--- src/rtl/cc_line_serializer_p.sv ---
// Cache-line serializer: pops one FWFT FIFO entry and emits it as BEATS beats,
// wrapping from the critical word or linear. Optional counters: CC_SER_PERF_EN.
module cc_line_serializer_p #(
  parameter int DATA_W  = 64,
  parameter int BEATS   = 8,
  parameter int IDX_W   = $clog2(BEATS),
  parameter int ENTRY_W = IDX_W + 1 + BEATS * DATA_W
) (
  input  logic               clk,
  input  logic               rst_n,
  input  logic               fifo_empty_i,
  input  logic [ENTRY_W-1:0] fifo_rdata_i,
  output logic               fifo_rden_o,
  output logic [DATA_W-1:0]  rdata_o,
  output logic               rlast_o,
  output logic               rvalid_o,
  input  logic               rready_i,
  output logic               busy_o
`ifdef CC_SER_PERF_EN
  ,
  output logic [31:0]        perf_lines_o,
  output logic [31:0]        perf_stall_o
`endif
);

  typedef enum logic {IDLE, SEND} state_t;

  localparam logic [IDX_W-1:0] LAST_CNT = IDX_W'(BEATS - 1);

  state_t                   state_reg, state_next;
  logic [IDX_W-1:0]         cnt_reg, cnt_next;
  logic [IDX_W-1:0]         start_reg, start_next;
  logic [BEATS*DATA_W-1:0]  line_reg, line_next;

  logic [IDX_W-1:0]         entry_idx;
  logic                     entry_wrap;
  logic [BEATS*DATA_W-1:0]  entry_line;
  logic [DATA_W-1:0]        beat [BEATS];
  logic [IDX_W-1:0]         ptr;
  logic                     sending;
  logic                     last_hs;
  logic                     pop;

  assign entry_idx  = fifo_rdata_i[ENTRY_W-1 -: IDX_W];
  assign entry_wrap = fifo_rdata_i[BEATS*DATA_W];
  assign entry_line = fifo_rdata_i[BEATS*DATA_W-1:0];

  genvar gi;
  generate
    for (gi = 0; gi < BEATS; gi++) begin : g_beat
      assign beat[gi] = line_reg[gi*DATA_W +: DATA_W];
    end
  endgenerate

  // Natural IDX_W-bit overflow gives the modulo-BEATS wrap.
  assign ptr     = start_reg + cnt_reg;
  assign sending = (state_reg == SEND);
  assign last_hs = sending && rready_i && (cnt_reg == LAST_CNT);
  // Gated by rst_n so the FIFO is never popped while reset is held.
  assign pop     = rst_n && !fifo_empty_i && (!sending || last_hs);

  always_comb begin
    state_next  = state_reg;
    cnt_next    = cnt_reg;
    start_next  = start_reg;
    line_next   = line_reg;
    rvalid_o    = sending;
    busy_o      = sending;
    rlast_o     = sending && (cnt_reg == LAST_CNT);
    rdata_o     = sending ? beat[ptr] : '0;
    fifo_rden_o = pop;

    if (pop) begin
      line_next  = entry_line;
      start_next = entry_wrap ? entry_idx : '0;
      cnt_next   = '0;
      state_next = SEND;
    end else if (sending && rready_i) begin
      cnt_next = cnt_reg + 1'b1;
      if (cnt_reg == LAST_CNT) state_next = IDLE;
    end
  end

  always_ff @(posedge clk) begin
    if (!rst_n) begin
      state_reg <= IDLE;
      cnt_reg   <= '0;
      start_reg <= '0;
      line_reg  <= '0;
    end else begin
      state_reg <= state_next;
      cnt_reg   <= cnt_next;
      start_reg <= start_next;
      line_reg  <= line_next;
    end
  end

`ifdef CC_SER_PERF_EN
  always_ff @(posedge clk) begin
    if (!rst_n) begin
      perf_lines_o <= '0;
      perf_stall_o <= '0;
    end else begin
      if (last_hs && (perf_lines_o != 32'hFFFF_FFFF))
        perf_lines_o <= perf_lines_o + 32'd1;
      if (sending && !rready_i && (perf_stall_o != 32'hFFFF_FFFF))
        perf_stall_o <= perf_stall_o + 32'd1;
    end
  end
`endif

endmodule
--- config.mk ---
export PLATFORM = sky130hd
export DESIGN_NAME = cc_line_serializer_p
export DESIGN_NICKNAME = d
export VERILOG_FILES = /design/src/rtl/cc_line_serializer_p.sv
export SDC_FILE = /design/constraint.sdc
export NUM_CORES = 1
export LEC_CHECK = 0
export ABC_CLOCK_PERIOD_IN_PS = 5450
export CORE_MARGIN = 8
export CORE_UTILIZATION = 40
export CTS_BUF_LIST = sky130_fd_sc_hd__clkbuf_8
export CTS_CLUSTER_DIAMETER = 120
export DETAILED_ROUTE_END_ITERATION = 6
export PLACE_DENSITY = 0.78
export SLEW_MARGIN = 20
export SYNTH_ARGS = -nofsm -noshare
export SYNTH_HDL_FRONTEND = slang
export SYNTH_SLANG_ARGS = --single-unit
--- constraint.sdc ---
create_clock -name clk -period 5.45 [get_ports clk]
set_clock_uncertainty 0.05 [all_clocks]
set_input_delay 1.635 -clock clk [delete_from_list [all_inputs] [get_ports clk]]
set_output_delay 1.635 -clock clk [all_outputs]
set_load 0.02 [all_outputs]
==> impl_results.md <==
- Run status: complete, no violations
- Die ar.: 67,200 um2
- CTS Buf Count: 90
- # H-tree levels: 3
- FFs w/ async S/R, synth: 0%
- Reg2reg path depth: 7
- Ys flop type: dfxtp_1
- Routability cong.: 0.908
- Clk Latency, worst-skew pair: between 600 and 700 ps
- DRC viols: 0
- Slew Limit Fails: 0
- CTS Root Cell: clkbuf_8
- Register Area: 10,400 um2
- Worst Hold Path EP: line_reg[38]$_SDFFE_PN0P_
- Layout Nets: approximately 3,700
- Worst Path Buf+Inv: 3
- Top Family by Delay on Critical Path: adder cells
- Mapped Avg Cell Area: 8.62 um2
- Detailed placer's ending HPWL: 63.8 mm
- Worst min path class: flop to flop
- GRT overflow: 0
- Hold Startpoint: line_reg[38]$_SDFFE_PN0P_
- Starting Density: 40.2%
- Max IR drop VDD: 0.191 mV
- IO buf count: 587
- CP Launch Point: cnt_reg[0]$_SDFFE_PP0P_
- Seq/Total Area, Yosys: 43.9%
- Vias: around 24,000
- GRT Total Usage: between 20% and 30%
- Clock-pin slew on the worst setup and hold paths: 60 ps
- Synthesized area: ~24,000 um2
- Ports: approximately 590
- Post-synth cell types: 30
- Unrepaired setup endpoints after global routing: yes
- WL/cell: between 20 and 25 um
- Crit Path Max Fanout: 16
- Slew headroom: a little under a fifth
- Chip width: approximately 260 um
- Startpoint class of the critical path: flop
- Post-Route WL: 94.4 mm
- Layout cells sized above 1: 11.1%
- Worst hold path depth: 2
- Setup CP Type: flop to output pin
- Drt first pass iters: 6
- Iteration-0 DRC Markers: 3,218
- CTS tree: done
- Crit end category: output pin
- DIE HEIGHT: 259 um
- Final WS setup: approximately 120 ps
- Placement row count: slightly below 90
- DR vias/cell: roughly 6
- Layout area overhead: 35.4%
- Vias in the first global route: 22,100
- Pre-CTS WS: around 370 ps
- Multi-input logic area: 11,800 um2
- Critical Path, Cell by Cell: ha_4 -> inv_1 -> fa_4 -> bufbuf_16 -> mux4_2 -> nand2_1 -> a21boi_0 -> dlygate4sd2_1
- CP max-delay cell: fa_4
- Synth Warn #: 0
- Critical R2R Capture: line_reg[229]$_SDFFE_PN0P_
- CTS sink count: roughly 520
- Largest net degree at the start of global routing: 232
- Mapped Nets: 3,269
- Reg-to-reg slack, setup: roughly 1900 ps
- Maximum clock rate: 0.188 GHz
- Slew @ Worst Pin: 1220 ps
- Pwr dens: between 300 and 400 nW/um2
- Maxcap violations: 0
- Post-layout util: 54.5%
- Fin crit period: 5330 ps
- Final worst path period share: 97.8%
- Synth Register Bits: 519
- First-pass GRT wire length: 137 mm
- CP Data Arrival Time: roughly 3700 ps
- Count of final hold-check violations: 0
- RR Startpoint: cnt_reg[0]$_SDFFE_PP0P_
- CP required: 3760 ps
- Finish-stage setup viols: 0
- Slowest cell delay on critical path: 910 ps
- Syn Inst Count: 2,745
- Post-DRT Antenna Nets: 0
- # fillers: 5,285
- Max reg flops: 512
- Leak Pwr: between 10 and 15 nW
- Post-synth EDFFs: 0
- CTS Buffer Depth: 3
- Initial antenna violation count: 45
- Core ar.: between 50,000 and 60,000 um2
per-stage QoR:
stage / TNS (ps) / hold WS (ps) / std cells / instance area (um2) / power, mW
after floorplan: 0 / 375 / 2745 / 23700 / 4.99
after global placement: 0 / 384 / 3830 / 29800 / 5.69
after detailed placement: 0 / 389 / 3830 / 29800 / 5.72
after CTS: -142 / 398 / 3996 / 31800 / 9.69
after global routing: -56.0 / 410 / 4041 / 32000 / 10.0
final: 0 / 397 / 4044 / 32000 / 9.64
per-layer routing:
layer	track usage [%]	up-vias	share of wire (%)
li1	-	10900	-
met1	36.9	11300	43
met2	36.1	1247	43
met3	7.99	205	11
met4	12.4	12	3.8
met5	0.950	-	0.090
cells by family after synthesis:
| group | Yosys count | share of synthesized area [%] |
|---|---|---|
| AOI/OAI and AO/OA | 588 | 13.2 |
| DFF | 519 | 43.9 |
| adders and majority gates | 4 | 0.243 |
| xor gates and xnor gates | 3 | 0.233 |
| and+or+nand+nor | 1164 | 24.0 |
| buffers and inverters | 339 | 6.24 |
| muxes | 128 | 12.2 |
worst register-to-register path: cells and delay by family, from the launching register on:
family                     cells  cell delay, ps
adders and majority gates      2             400
and+or+nand+nor                1             320
DFF                            1             420
buffers and inverters          2            1260
AOI/OAI and AO/OA              2             860
worst max path at each step:
| stage | slack (ps) | end | cells past startpoint |
|---|---|---|---|
| floorplan | 1160 | fifo_rden_o | 5 |
| global placement | 390 | fifo_rden_o | 4 |
| detailed placement | 370 | fifo_rden_o | 4 |
| CTS | -90 | rdata_o[62] | 8 |
| global route | -30 | rdata_o[63] | 8 |
| finish | 120 | rdata_o[63] | 8 |
power breakdown:
group          internal, mW  switching, mW
logic                 0.714          0.738
registers              4.06          0.158
clock network          2.27           1.70
total                  7.04           2.60
synth_stat cells, types with 2 or more instances:
cell type  number  area [um2]
nand2_1       645        2420
nand4_1       512        3200
inv_2           2        7.51
inv_1           3        11.3
clkbuf_2       35         175
clkbuf_1      207         777
a21boi_0       64         480
buf_1          17        63.8
dfxtp_1       519       10400
ha_1            3        37.5
mux4_2        128        2880
nand3_1         2        10.0
buf_4          27         203
buf_2          48         240
a21oi_1         5        25.0
o21ai_1        55         275
or4_1           2        15.0
o21ai_0       458        2290
o31ai_1         2        15.0
what timing repair did:
| action | 4_1_cts | 5_1_grt |
|---|---|---|
| pin swaps | 0 | 0 |
| resized for setup | 62 | 16 |
| setup buffers | 0 | 9 |
| endpoints found under the setup margin | 56 | 16 |
| hold buffers | 0 | 0 |
| cloned | 2 | 2 |
final cells by class:
class / instances / share of cell area, %
flip-flops and latches: 519 / 32.4
clock buffers: 117 / 5.03
repair buffers: 659 / 21.0
clock inverters: 47 / 1.28
multi-input cells: 1887 / 36.9
diodes: 37 / 0.289
inverters: 5 / 0.0820
well taps: 773 / 3.02
cells in the final DEF (no fill, tap or decap), drive strengths merged, types with 5 or more instances in the layout:
| master | netlist | final |
|---|---|---|
| a21boi | 65 | 65 |
| a21oi | 5 | 5 |
| buf | 92 | 70 |
| bufinv | 0 | 7 |
| clkbuf | 242 | 122 |
| clkdlybuf4s50 | 0 | 524 |
| clkinv | 0 | 15 |
| dfxtp | 519 | 519 |
| diode | 0 | 37 |
| dlygate4sd2 | 0 | 52 |
| dlymetal6s2s | 0 | 6 |
| inv | 5 | 28 |
| mux4 | 128 | 128 |
| nand2 | 645 | 645 |
| nand4 | 512 | 512 |
| o21ai | 513 | 513 |
Note: power is estimated with default switching activity, not from simulation.
